**src/rtl/serial_digit_sub_pkg.sv**
```systemverilog
// Shared types and default sizing for the digit-serial subtractor.
package serial_digit_sub_pkg;

  localparam int DefaultWidth = 8;
  localparam int DefaultDigit = 2;

  typedef enum logic [1:0] {
    IDLE,
    RUN,
    DONE
  } subStateT;

endpackage

```
**src/rtl/full_sub_digit.sv**
```systemverilog
// Combinational DIGIT-bit ripple full subtractor: d = a - b - bin, bout = borrow out of the MSB.
module full_sub_digit #(
  parameter int DIGIT = serial_digit_sub_pkg::DefaultDigit
) (
  input  logic [DIGIT-1:0] a,
  input  logic [DIGIT-1:0] b,
  input  logic             bin,
  output logic [DIGIT-1:0] d,
  output logic             bout
);

  always_comb begin
    logic borrow;
    // NOTE: every output gets a value before the loop so no path leaves it unassigned (no latch).
    d      = '0;
    borrow = bin;
    for (int i = 0; i < DIGIT; i++) begin
      d[i]   = a[i] ^ b[i] ^ borrow;
      borrow = (~a[i] & b[i]) | (~(a[i] ^ b[i]) & borrow);
    end
    bout = borrow;
  end

endmodule

```
**src/rtl/serial_digit_sub.sv**
```systemverilog
// Digit-serial subtractor: DIGIT bits per cycle, valid/ready on both sides.
// Optional macro SERIAL_DIGIT_SUB_SAT_EN clamps Diff to zero when the final borrow is set.
module serial_digit_sub
  import serial_digit_sub_pkg::*;
#(
  parameter int WIDTH = DefaultWidth,
  parameter int DIGIT = DefaultDigit
) (
  input  logic             clk,
  input  logic             rst_n,
  input  logic             in_valid,
  output logic             in_ready,
  input  logic [WIDTH-1:0] A,
  input  logic [WIDTH-1:0] B,
  input  logic             BorrowIn,
  output logic             out_valid,
  input  logic             out_ready,
  output logic [WIDTH-1:0] Diff,
  output logic             BorrowOut,
  output logic             busy
);

  localparam int N  = WIDTH / DIGIT;
  localparam int CW = (N > 1) ? $clog2(N) : 1;

  if (DIGIT < 1 || (WIDTH % DIGIT) != 0) begin : gBadParams
    $error("serial_digit_sub: WIDTH must be a positive multiple of DIGIT");
  end

  subStateT               state;
  logic [WIDTH-1:0]       aShift;
  logic [WIDTH-1:0]       bShift;
  logic [WIDTH-1:0]       diffShift;
  logic                   borrowReg;
  logic [CW-1:0]          count;
  logic [DIGIT-1:0]       digitDiff;
  logic                   digitBorrow;
  logic [WIDTH+DIGIT-1:0] shiftCat;
  logic [WIDTH-1:0]       nextDiff;
  logic [WIDTH-1:0]       finalDiff;

  full_sub_digit #(.DIGIT(DIGIT)) uDigit (
    .a    (aShift[DIGIT-1:0]),
    .b    (bShift[DIGIT-1:0]),
    .bin  (borrowReg),
    .d    (digitDiff),
    .bout (digitBorrow)
  );

  // New digit enters at the MSB end; the concatenation also covers DIGIT == WIDTH.
  assign shiftCat = {digitDiff, diffShift};
  assign nextDiff = shiftCat[WIDTH+DIGIT-1:DIGIT];

`ifdef SERIAL_DIGIT_SUB_SAT_EN
  assign finalDiff = digitBorrow ? '0 : nextDiff;
`else
  assign finalDiff = nextDiff;
`endif

  // Diff/BorrowOut are separate from the working shift/borrow registers so they
  // hold the previous result while a new operation is in flight.
  // NOTE: all state is written with non-blocking assignments so every register samples pre-edge values.
  always_ff @(posedge clk or negedge rst_n) begin
    if (!rst_n) begin
      state     <= IDLE;
      aShift    <= '0;
      bShift    <= '0;
      diffShift <= '0;
      borrowReg <= 1'b0;
      count     <= '0;
      in_ready  <= 1'b1;
      out_valid <= 1'b0;
      busy      <= 1'b0;
      Diff      <= '0;
      BorrowOut <= 1'b0;
    end else begin
      case (state)
        IDLE: begin
          if (in_valid) begin
            aShift    <= A;
            bShift    <= B;
            borrowReg <= BorrowIn;
            diffShift <= '0;
            count     <= '0;
            in_ready  <= 1'b0;
            busy      <= 1'b1;
            state     <= RUN;
          end
        end
        RUN: begin
          aShift    <= aShift >> DIGIT;
          bShift    <= bShift >> DIGIT;
          diffShift <= nextDiff;
          borrowReg <= digitBorrow;
          count     <= count + CW'(1);
          if (count == CW'(N - 1)) begin
            Diff      <= finalDiff;
            BorrowOut <= digitBorrow;
            out_valid <= 1'b1;
            state     <= DONE;
          end
        end
        DONE: begin
          if (out_ready) begin
            out_valid <= 1'b0;
            busy      <= 1'b0;
            in_ready  <= 1'b1;
            state     <= IDLE;
          end
        end
        default: state <= IDLE;
      endcase
    end
  end

endmodule

```
**config.mk**
```make
export PLATFORM = sky130hd
export DESIGN_NAME = serial_digit_sub
export DESIGN_NICKNAME = d
export VERILOG_FILES = /design/src/rtl/serial_digit_sub_pkg.sv /design/src/rtl/full_sub_digit.sv /design/src/rtl/serial_digit_sub.sv
export SDC_FILE = /design/constraint.sdc
export NUM_CORES = 1
export LEC_CHECK = 0
export CAP_MARGIN = 10
export CORE_UTILIZATION = 45
export DETAILED_ROUTE_END_ITERATION = 7
export PLACE_DENSITY = 0.7
export SLEW_MARGIN = 20
export SYNTH_ARGS = -nofsm -noshare
export SYNTH_HDL_FRONTEND = slang
export SYNTH_SLANG_ARGS = --single-unit
```
**constraint.sdc**
```tcl
create_clock -name clk -period 2.65 [get_ports clk]
set_clock_uncertainty 0.15 [all_clocks]
set_input_delay 0.265 -clock clk [delete_from_list [all_inputs] [get_ports clk]]
set_output_delay 0.265 -clock clk [all_outputs]
set_load 0.01 [all_outputs]
```
=== Word level (Yosys, flattened, before mapping) ===
Cells that the tools add are included.

* Add/subtract/negate cells: 1
* Equal/unequal tests: 6
* Multiplexer cells: 22
* Bitwise gates (word level): 14
* Reduce and logical (&&, ||, !) cells: 9

{| class="wikitable"
|+ Operators by type and width
! cell !! count
|-
| $pmux W8 S2 || 3
|-
| $mux W8 || 3
|-
| $reduce_and A3 Y1 || 3
|-
| $mux W2 || 4
|-
| $pmux W1 S2 || 4
|-
| $mux W1 || 6
|-
| $ne A2 B2 Y1 const B || 3
|-
| $pmux W2 S3 || 1
|-
| $reduce_bool A2 Y1 || 3
|-
| $and A1 B1 Y1 || 4
|-
| $eq A2 B2 Y1 const B || 2
|-
| $not A1 Y1 || 4
|-
| $pmux W2 S2 || 1
|-
| $reduce_and A2 Y1 || 2
|-
| $xor A1 B1 Y1 || 4
|-
| $add A2 B1 Y2 const B || 1
|-
| $eq A2 B1 Y1 const B || 1
|-
| $logic_not A2 Y1 || 1
|-
| $or A1 B1 Y1 || 2
|}

* Bits in registers: 41
* Bits of input ports: 21
* Output and inout bits: 12
* Word-level logic and storage cells: 63

=== Logic depth before layout (Yosys ltp) ===
Gate-level depths: netlist of run 1.

* Depth after elaboration: 7
* Mapped depth: 5
* Mapped depth without buffers: 5

=== By module ===
From an unflattened synthesis of run 1, not the netlist that was laid out.

* Cells, all modules: 148
* Area, all modules: 1,724.2 sq um

{| class="wikitable"
|+ Modules (own cells, without submodules)
! module !! instances !! cells an instance !! area an instance (sq um) !! sequential area each (sq um)
|-
| serial_digit_sub || 1 || 141 || 1,665.3 || 977.2
|-
| full_sub_digit || 1 || 7 || 58.8 || 0.0
|}

=== Worst setup path after synthesis of run 1 ===
Ideal clock, no wire load.

* Path kind: flip-flop to flip-flop
* From: reg aShift[0]
* To: reg Diff[7]
* Setup time: 0.125 ns
* Arrival time: 1.541 ns
* Data required time: 2.375 ns
* Slack: 0.834 ns
* Cell stages (with the launch flop): 6
* Path buffers: 0
* Period minus slack after synthesis: 1.816 ns
* Path through: dfrtp_1 -> inv_1 -> fa_1 -> inv_1 -> fa_1 -> mux2_4

* Word-level cells in the longest chain between the ends: 5
* Elaborated cells between the ends (all ways): 7
* Classes of those cells: 7 x bitwise

{| class="wikitable"
|+ Ends and longest elaborated chain
! item !! RTL line !! source
|-
| start, declared || serial_digit_sub.sv:31 || <nowiki>logic [WIDTH-1:0] aShift;</nowiki>
|-
| start signal, assigned || serial_digit_sub.sv:91 || <nowiki>aShift <= aShift >> DIGIT;</nowiki>
|-
| $xor A1 B1 Y1 || full_sub_digit.sv:19 || <nowiki>borrow = (~a[i] & b[i]) | (~(a[i] ^ b[i]) & borrow);</nowiki>
|-
| $not A1 Y1 || full_sub_digit.sv:19 ||
|-
| $and A1 B1 Y1 || full_sub_digit.sv:19 ||
|-
| $or A1 B1 Y1 (*) || full_sub_digit.sv:19 ||
|-
| $xor A1 B1 Y1 (*) || full_sub_digit.sv:18 || <nowiki>d[i] = a[i] ^ b[i] ^ borrow;</nowiki>
|-
| named net digitDiff[1] || serial_digit_sub.sv:36 || <nowiki>logic [DIGIT-1:0] digitDiff;</nowiki>
|-
| end signal, assigned || serial_digit_sub.sv:97 || <nowiki>Diff <= finalDiff;</nowiki>
|-
| end, declared || serial_digit_sub.sv:18 || <nowiki>output logic [WIDTH-1:0] Diff,</nowiki>
|}

Mark *: on every way through the listed nets, which the timed path passes. The rest lies on a longest branch.
A chain may end at the register's enable or synchronous reset.

=== Final worst setup path of run 1 ===
Same ends and word-level chain as after synthesis.

==> results.txt, run 1 <==
outcome - finished clean
Power Density - 1150 nW/µm²
Seq pwr share - 43.8%
final setup fails - 0
setup tns final - 0 ns
Mapped Area - 1730 µm²
warnings from Yosys - 0
DRC violations left - 0
xor-xnor portion of the synthesized cell area - 0%
Routed Antenna Nets - 0
total track usage - 19.2%
TritonCTS clock tree - built
final slew viol count - 0
Detailed Route Iter0 Violations - 30
Yosys top cell by area - dfrtp_1
initial antenna violation count - 0
part of the cycle the worst path needs - 71.0%
Critical R2R Launch - aShift[0]
# clock sinks - 39
die footprint - 4110 µm²
Post-synth top cells - dfrtp_1, o22ai_1, a21oi_1
largest cells by area after synthesis - dfrtp_1, o22ai_1, a21oi_1, mux2_4, o21ai_0
Inserted Clock Buffers - 5
Final Hold Fails - 0
fraction of layout instances using a drive strength above 1 - 12.5%
number of vias per cell - 5.64
Crit. Startpoint - aShift[0]
sw power - 898 µW
Hold Crit Class - flop to flop
Synth cell types - 26
RSZ-0062 raised after global routing - no
Static Leak - 0.000945 µW
Die Ht - 64.1 µm
Detailed Place HPWL - 2.43 mm
Root Buffer - clkbuf_8
Antenna diodes - 0
largest family of logic cells by synthesized area - compound AO/OA/AOI/OAI gates
hold path startpoint - BorrowOut
gr ovfl total - 0
Mapped Cells - 151
fmax - 531 MHz
hold worst-path end - BorrowOut
fin crit period - 1.88 ns
Clock Latency Late Sink - 0.29 ns
total wire length - 3.43 mm
initial core utilization - 47.0%
CTS Buffer Depth - 2
Final Net Count - 207
Synth Area in Simple Gates - 6.85%
pre-CTS setup slack - 0.770 ns
core box area - 3690 µm²
number of port buffers - 32
Wirelength per Cell - 14.8 µm
setup bufs post-CTS - 0
Syn Nets - 175
final-layout fill cell count - 336
Max Cap Viol - 0
peak supply drop - 0.436 mV
most frequent cell after synthesis - dfrtp_1
number of synthesized flops with an enable pin - 0
first-pass GRT wire length - 5.89 mm
CTS clk-pin slew, worst paths - 0.07 ns
P&R area growth vs syn - 24.8%
ys flop type - dfrtp_1
GPL Wtd Cong - 0.756
flop-to-flop setup slack - 0.77 ns
flop and latch count out of synthesis - 39
Final WS setup - 0.767 ns
Hold Path Stages - 2
Vias - 1309
Worst EP required - 2.68 ns
CP max FO - 3
area fraction of the dominant cell type after synthesis - 54.8%
number of global-route vias before repair - 1271
Net Sw Frac - 36.0%
I/O pin count - 33
Compound-Gate Fraction of Synth Area - 23.0%
Initial DRT Pass Iterations - 4
H-tree Lvls - 2
internal power - 1600 µW
Worst slew margin - 45.4%
Clk network pwr share - 17.2%
row count - 22
Reg-to-Reg End - Diff[7]
Crit path arrival time - 1.91 ns
critical path class - flop to flop
Slew @ Worst Pin - 0.818 ns
Combinational Power Share - 39.0%
syn avg cell area - 11.5 µm²
Worst Setup End Kind - flop
hold slack - 0.338 ns
R2R cell count - 5
CP startpoint kind - flop
Post-synth ARST share - 100%
Synth Area in Adders - 3.03%
Die Wd - 64.1 µm
register area share after synthesis - 56.3%
post-synthesis mux area share - 5.63%
pin count of the biggest net entering global routing - 40
-- placed cells by master (no fill, tap or decap), drive strengths merged, types with 2 or more instances in the layout --
master         Yosys  final
a21oi             18     18
a22o               6      6
buf                9      2
clkbuf             0      8
clkdlybuf4s50      0     31
dfrtp             38     38
fa                 2      2
inv                7      7
mux2               7      7
nand2              9      9
nand2b             4      4
nor2               4      4
o21ai             14     14
o22ai             24     24
-- through the flow --
stage	power, µW	util, %	area (µm²)	cells
after CTS	2520	58.7	2160	232
after floorplan	1760	-	1730	151
final	2490	58.7	2160	232
after global placement	2020	55.7	2050	223
after global routing	2690	58.7	2160	232
after detailed placement	2090	55.7	2050	223
-- flip-flops by register name, indices dropped and copies added (netlist names) --
signal	flops
out_valid	1
aShift	8
bShift	8
borrowReg	1
Diff	8
state	2
count	2
BorrowOut	1
in_ready	1
diffShift	6
busy	1
-- layer usage --
| metal | vias to the layer above | wire [µm] | track usage, % |
|---|---|---|---|
| li1 | 618 | - | - |
| met5 | - | 0 | 0 |
| met1 | 645 | 1460 | 22.7 |
| met4 | 0 | 30 | 5.97 |
| met2 | 40 | 1770 | 32.7 |
| met3 | 6 | 172 | 6.43 |
-- worst max path at each step --
stage	to	slack [ns]	depth (start not counted)
floorplan	Diff[7]	0.83	5
global placement	Diff[7]	0.81	5
detailed placement	Diff[7]	0.77	5
CTS	Diff[7]	0.76	5
global route	Diff[7]	0.72	5
finish	Diff[7]	0.77	5
-- critical path, cell delays in order, from the launching register on --
cell and delay (ns):
dfrtp_1 0.36, inv_1 0.06, fa_1 0.41, inv_1 0.08
fa_1 0.43, mux2_4 0.28
-- final cells by class --
type | count | area [µm²] | share of cell area, %
Clock buffer | 8 | 100 | 4.62
Inverter | 7 | 26.3 | 1.21
Multi-Input combinational cell | 96 | 668 | 30.9
Sequential cell | 39 | 977 | 45.1
Tap cell | 48 | 60.1 | 2.77
Timing Repair Buffer | 34 | 333 | 15.4
-- timing repair --
item                                   in CTS  in global routing
gates resized for setup                     0                  0
endpoints found under the hold margin      38                  0
hold buffers                                1                  0
-- power by group through the flow --
stage                     sequential (µW)  clock (µW)  combinational, µW
after detailed placement             1100           0                984
after global placement               1090           0                935
after CTS                            1090         441                987
final                                1090         429                973
after floorplan                      1050           0                713
after global routing                 1130         472               1090
-- kinds of logic after synthesis --
family	after synthesis
simple gates	20
mux	7
flops	39
fa+ha+maj	3
compound gates	66
buf+inv	16
Note: power is estimated with default switching activity, not from simulation.
==> inputs of run 2 (changes only) <==
==> constraint.sdc (replaced) <==
create_clock -name clk -period 1.8 [get_ports clk]
set_clock_uncertainty 0.15 [all_clocks]
set_input_delay 0.18 -clock clk [delete_from_list [all_inputs] [get_ports clk]]
set_output_delay 0.18 -clock clk [all_outputs]
set_load 0.01 [all_outputs]
==> run 2 against run 1 <==
The flow now finishes with violations (setup timing). Combinational power increased by 62%. Clock power rose by 32%. Via count is 2.0% higher. Total power rose by 49%. Critical path depth did not move. Sequential power increased by 43%. Final cell count increased by 3.4%. Hold slack got worse by 0.13 ns. Utilization up 1.5 points. Non-clock buffer count is 8 higher. Flip-flop and latch count unchanged. Largest cell class unchanged. Highest routed layer unchanged.
==> results.txt, run 2 (synthesis results as in run 1) <==
Power Density - 1670 nW/µm² (was 1150 nW/µm²)
first-pass GRT wire length - 6.08 mm (was 5.89 mm)
commonest non-fill, non-tap cells in the layout - dfrtp_1, clkdlybuf4s50_1, o22ai_1 (unchanged)
final slew viol count - 0 (unchanged)
GPL Wtd Cong - 0.769 (was 0.756)
failing checks - setup timing
final setup fails - 1 (was 0)
Worst slew margin - 70.2% (was 45.4%)
part of the cycle the worst path needs - 100% (was 71.0%)
H-tree Lvls - 2 (unchanged)
Die Ht - 64.1 µm (unchanged)
number of port buffers - 32 (unchanged)
Antenna diodes - 0 (unchanged)
top flop regs - Diff (8), aShift (8), bShift (8) (unchanged)
gr ovfl total - 0 (unchanged)
TritonCTS clock tree - built (unchanged)
P&R area growth vs syn - 28.0% (was 24.8%)
total wire length - 3.59 mm (was 3.43 mm)
Detailed Place HPWL - 2.49 mm (was 2.43 mm)
setup tns final - -0.00417 ns (was 0 ns)
CP startpoint kind - flop (unchanged)
Static Leak - 0.000972 µW (was 0.000945 µW)
flop-to-flop setup slack - -0.004 ns (was 0.77 ns)
pin count of the biggest net entering global routing - 23 (was 40)
Clock Latency Late Sink - 0.29 ns (about the same)
Combinational Power Share - 42.6% (was 39.0%)
most common cell after layout, fill and taps aside - dfrtp_1 (unchanged)
fmax - 554 MHz (was 531 MHz)
pre-CTS setup slack - -0.0280 ns (was 0.770 ns)
Final Net Count - 215 (was 207)
Max Cap Viol - 0 (unchanged)
peak supply drop - 0.617 mV (was 0.436 mV)
Worst Setup End Kind - flop (unchanged)
row count - 22 (unchanged)
core box area - 3690 µm² (unchanged)
Crit path arrival time - 1.83 ns (was 1.91 ns)
Net Sw Frac - 36.1% (was 36.0%)
initial antenna violation count - 0 (unchanged)
CTS clk-pin slew, worst paths - 0.07 ns (about the same)
I/O pin count - 33 (unchanged)
final core utilization - 60.2% (was 58.7%)
DRC violations left - 0 (unchanged)
die footprint - 4110 µm² (unchanged)
outcome - complete, but fails checks (was finished clean)
critical path class - flop to flop (unchanged)
Initial DRT Pass Iterations - 5 (was 4)
fin crit period - 1.80 ns (was 1.88 ns)
Root Buffer - clkbuf_8 (unchanged)
total track usage - 20.1% (was 19.2%)
CTS Buffer Depth - 2 (unchanged)
Clk network pwr share - 15.3% (was 17.2%)
Vias - 1335 (was 1309)
Routed Antenna Nets - 0 (unchanged)
number of global-route vias before repair - 1310 (was 1271)
initial core utilization - 47.0% (unchanged)
Slew @ Worst Pin - 0.447 ns (was 0.818 ns)
Detailed Route Iter0 Violations - 67 (was 30)
hold slack - 0.210 ns (was 0.338 ns)
Wirelength per Cell - 14.9 µm (was 14.8 µm)
# clock sinks - 39 (unchanged)
Final WS setup - -0.00417 ns (was 0.767 ns)
Final Hold Fails - 0 (unchanged)
Worst EP required - 1.83 ns (was 2.68 ns)
design area - 2220 µm² (was 2160 µm²)
CP max FO - 2 (was 3)
DP Area - 2120 µm² (was 2050 µm²)
Inserted Clock Buffers - 5 (unchanged)
internal power - 2370 µW (was 1600 µW)
RSZ-0062 raised after global routing - yes (was no)
number of vias per cell - 5.56 (was 5.64)
Seq pwr share - 42.1% (was 43.8%)
sw power - 1340 µW (was 898 µW)
fraction of layout instances using a drive strength above 1 - 16.7% (was 12.5%)
Die Wd - 64.1 µm (unchanged)
Hold Crit Class - primary input to async pin (was flop to flop)
==> run 2: changes by cell type in the layout (fill, tap and decap cells not counted), sizes merged <==
cell  before  now
buf        2   10
==> run 2: metal layers <==
layer,GRT usage [%],vias to the layer above,wire [µm]
met1,24.4,650,1620
met4,8.24,0,86
met5,0,-,0
met2,32.8,36,1740
met3,6.43,9,137
li1,-,640,-
==> run 2: timing repair <==
item	CTS	global route
endpoints found under the hold margin	16	0
resized for setup	2	0
setup endpoints to repair	1	1
pin swaps	1	0
setup buffers	1	0
hold buffers	1	0
==> run 2: area by class of cell <==
type                       instances  area (µm²)
clock buffer                       8        80.1
fill                             335        1470
inverter                           7        26.3
multi-input combinational         96         671
sequential                        39         977
tap                               48        60.1
timing repair buffer              42         405
==> run 2: worst max-delay path, cell delays in order, from the launching register on <==
cell     delay (ns)
dfrtp_1        0.36
inv_2          0.04
fa_2           0.38
inv_2          0.06
fa_1           0.42
mux2_4         0.29
==> run 2: path summary, 6_finish.rpt <==
path	from	end	cells after the start
worst min-delay path	rst_n	out_valid	2
worst max register to register	aShift[0]	Diff[7]	5
worst min register to register	BorrowOut	BorrowOut	2
worst max-delay path	aShift[0]	Diff[7]	5
min in group clk	A[7]	aShift[7]	3
max in group asynchronous	rst_n	bShift[1]	3
==> run 2: power groups by stage <==
| stage | clock network, µW | registers [µW] | logic [µW] |
|---|---|---|---|
| floorplan | 0 | 1550 | 1050 |
| global placement | 0 | 1560 | 1500 |
| detailed placement | 0 | 1580 | 1560 |
| CTS | 574 | 1560 | 1600 |
| global route | 628 | 1620 | 1780 |
| finish | 567 | 1560 | 1580 |
==> run 2: through the flow <==
stage               power [µW]  std cells
floorplan                 2600        151
global placement          3070        230
detailed placement        3140        230
CTS                       3730        240
global route              4030        240
finish                    3710        240
==> inputs of run 3 (changes only) <==
--- a/config.mk
+++ b/config.mk
@@ -12,4 +12,5 @@
 export SLEW_MARGIN = 20
 export SYNTH_ARGS = -nofsm -noshare
 export SYNTH_HDL_FRONTEND = slang
+export SYNTH_HIERARCHICAL = 1
 export SYNTH_SLANG_ARGS = --single-unit
==> run 3 against run 2 <==
The flow now finishes without violations. Die area fell by 0.56%. Synthesized cell count fell by 2.0%. Sequential share of layout area increased by 0.10 points.
==> results.txt, run 3 <==
Detailed Place HPWL - 2.44 mm (was 2.49 mm)
Root Buffer - clkbuf_8 (unchanged)
final slew viol count - 0 (unchanged)
Hold Crit Class - primary input to flop (was primary input to async pin)
core box area - 3660 µm² (was 3690 µm²)
area fraction of the dominant cell type after synthesis - 55.2% (was 54.8%)
Vias - 1288 (was 1335)
Inserted Clock Buffers - 5 (unchanged)
grt peak-use layer - met2 (unchanged)
ys flop type - dfrtp_1 (unchanged)
Syn Nets - 172 (was 175)
register area share after synthesis - 56.7% (was 56.3%)
flop-to-flop setup slack - 0.0008 ns (was -0.004 ns)
number of vias per cell - 5.48 (was 5.56)
CTS Buffer Depth - 2 (unchanged)
initial antenna violation count - 0 (unchanged)
Routed Antenna Nets - 0 (unchanged)
R2R cell count - 5 (unchanged)
number of port buffers - 32 (unchanged)
critical path class - flop to flop (unchanged)
most frequent cell after synthesis - dfrtp_1 (unchanged)
flop and latch count out of synthesis - 39 (unchanged)
total wire length - 3.58 mm (was 3.59 mm)
CP startpoint kind - flop (unchanged)
Wirelength per Cell - 15.2 µm (was 14.9 µm)
critical path, cell by cell - inv_2, fa_2, inv_2, fa_1, mux2_4 (unchanged)
Final Net Count - 210 (was 215)
largest stage delay on the critical path - 0.42 ns (about the same)
Max Cap Viol - 0 (unchanged)
most common cell after layout, fill and taps aside - dfrtp_1 (unchanged)
# clock sinks - 39 (unchanged)
fmax - 556 MHz (was 554 MHz)
Worst Setup End Kind - flop (unchanged)
Post-synth ARST share - 100% (unchanged)
Slew @ Worst Pin - 0.566 ns (was 0.447 ns)
Die Ht - 63.9 µm (was 64.1 µm)
Final Hold Fails - 0 (unchanged)
fraction of layout instances using a drive strength above 1 - 16.0% (was 16.7%)
H-tree Lvls - 2 (unchanged)
commonest non-fill, non-tap cells in the layout - dfrtp_1, clkdlybuf4s50_1, o22ai_1 (unchanged)
outcome - finished clean (was complete, but fails checks)
first-pass GRT wire length - 6.12 mm (was 6.08 mm)
warnings from Yosys - 6 (was 0)
top flop regs - Diff (8), aShift (8), bShift (8) (unchanged)
row count - 22 (unchanged)
Crit path arrival time - 1.83 ns (about the same)
pin count of the biggest net entering global routing - 40 (was 23)
die footprint - 4080 µm² (was 4110 µm²)
TritonCTS clock tree - built (unchanged)
Detailed Route Iter0 Violations - 44 (was 67)
number of global-route vias before repair - 1302 (was 1310)
part of the cycle the worst path needs - 100% (about the same)
number of synthesized flops with an enable pin - 0 (unchanged)
syn avg cell area - 11.6 µm² (was 11.5 µm²)
Clock Latency Late Sink - 0.29 ns (about the same)
slowest CP cell - fa_1 (unchanged)
Crit. Startpoint - aShift[0] (unchanged)
met2 GRT Util - 31.9% (was 32.8%)
setup tns final - 0 ns (was -0.00417 ns)
hold slack - 0.289 ns (was 0.210 ns)
met1 Use GR - 25.6% (was 24.4%)
Reg-to-Reg End - Diff[7] (unchanged)
Power Density - 1790 nW/µm² (was 1670 nW/µm²)
CP max FO - 2 (unchanged)
initial core utilization - 47.1% (was 47.0%)
CTS clk-pin slew, worst paths - 0.07 ns (about the same)
Mapped Cells - 148 (was 151)
Worst slew margin - 62.3% (was 70.2%)
final setup fails - 0 (was 1)
P&R area growth vs syn - 28.4% (was 28.0%)
Yosys top cell by area - dfrtp_1 (unchanged)
Worst setup endpoint - Diff[7] (unchanged)
Mapped Area - 1720 µm² (was 1730 µm²)
Synth cell types - 21 (was 26)
met3 usage - 5.71% (was 6.43%)
Die Wd - 63.9 µm (was 64.1 µm)
DRC violations left - 0 (unchanged)
hold path startpoint - B[7]
final-layout fill cell count - 321 (was 335)
DP Area - 2100 µm² (was 2120 µm²)
design area - 2210 µm² (was 2220 µm²)
overall power - 3960 µW (was 3710 µW)
peak supply drop - 0.793 mV (was 0.617 mV)
fin crit period - 1.80 ns (about the same)
Worst EP required - 1.83 ns (about the same)
Critical R2R Launch - aShift[0] (unchanged)
total track usage - 19.9% (was 20.1%)
I/O pin count - 33 (unchanged)
gr ovfl total - 0 (unchanged)
RSZ-0062 raised after global routing - yes (unchanged)
Antenna diodes - 0 (unchanged)
Static Leak - 0.000976 µW (was 0.000972 µW)
Initial DRT Pass Iterations - 4 (was 5)
GPL Wtd Cong - 0.774 (was 0.769)
Post-synth top cells - dfrtp_1, o22ai_1, a21oi_1 (unchanged)
largest cells by area after synthesis - dfrtp_1, o22ai_1, mux2_4, a21oi_1, a22o_1 (was dfrtp_1, o22ai_1, a21oi_1, mux2_4, o21ai_0)
final core utilization - 60.5% (was 60.2%)
most frequent CP cell - inv_2 (unchanged)
## run 3: changes by cell type in the layout (fill, tap and decap cells not counted), moves of 2 or more
cell and change:
nand2b_2 -2, mux2_2 -2, mux2_4 +4, clkbuf_8 +2, o22ai_1 +2, o21ai_0 -3
nand2_1 -3, clkbuf_1 -2
## run 3: cell type report
| type | count | area [µm²] | area share, % |
|---|---|---|---|
| sequential | 39 | 977 | 44.1 |
| clock buffer | 8 | 100 | 4.52 |
| timing repair buffer | 40 | 378 | 17.1 |
| inverter | 8 | 30.0 | 1.36 |
| tap | 48 | 60.1 | 2.71 |
| multi-input combinational | 92 | 669 | 30.2 |
## run 3: worst min-delay path by stage
stage	end	slack, ns	cells past startpoint
after global routing	aShift[7]	0.33	3
final	bShift[7]	0.29	3
after detailed placement	Diff[0]	0.11	2
after floorplan	BorrowOut	-0.27	0
after CTS	bShift[7]	0.28	3
after global placement	Diff[0]	0.10	2
## run 3: what timing repair did
action | CTS | global route
buffers inserted | 1 | 0
resized for setup | 2 | 0
hold buffers | 1 | 0
endpoints found under the hold margin | 38 | 0
pin swaps | 1 | 0
setup endpoints to repair | 1 | 2
## run 3: kinds of logic (layout without fill, tap and decap cells)
group                      after synthesis  in the layout  share of synthesized area [%]
DFF                                     39             39                           56.7
and+or+nand+nor                         15             15                           5.01
buffers and inverters                   17             56                           4.64
AOI/OAI and AO/OA                       65             65                           22.8
muxes                                    9              9                           7.84
adders and majority gates                3              3                           3.05
## run 3: routing by layer
layer	vias to the layer above	routed length [µm]
met5	-	0
met4	0	50
met3	5	155
met2	37	1660
met1	628	1710
li1	618	-
## run 3: worst max-delay path: cells and delay by family, from the launching register on
| kind | cells | cell delay [ns] |
|---|---|---|
| flops | 1 | 0.36 |
| mux | 1 | 0.27 |
| fa+ha+maj | 2 | 0.80 |
| buf+inv | 2 | 0.11 |
## run 3: power breakdown
| group | switching (µW) | leakage, µW | internal [µW] |
|---|---|---|---|
| clock network | 293 | 0.0000515 | 349 |
| logic | 806 | 0.000448 | 921 |
| registers | 324 | 0.000476 | 1270 |
| total | 1420 | 0.000976 | 2540 |
## run 3: metrics by stage
step / setup slack [ns] / instances
final: 0.000761 / 235
after detailed placement: -0.0471 / 225
after floorplan: 0.00498 / 148
after global placement: 0.0112 / 225
after global routing: -0.0673 / 235
after CTS: -0.000424 / 235
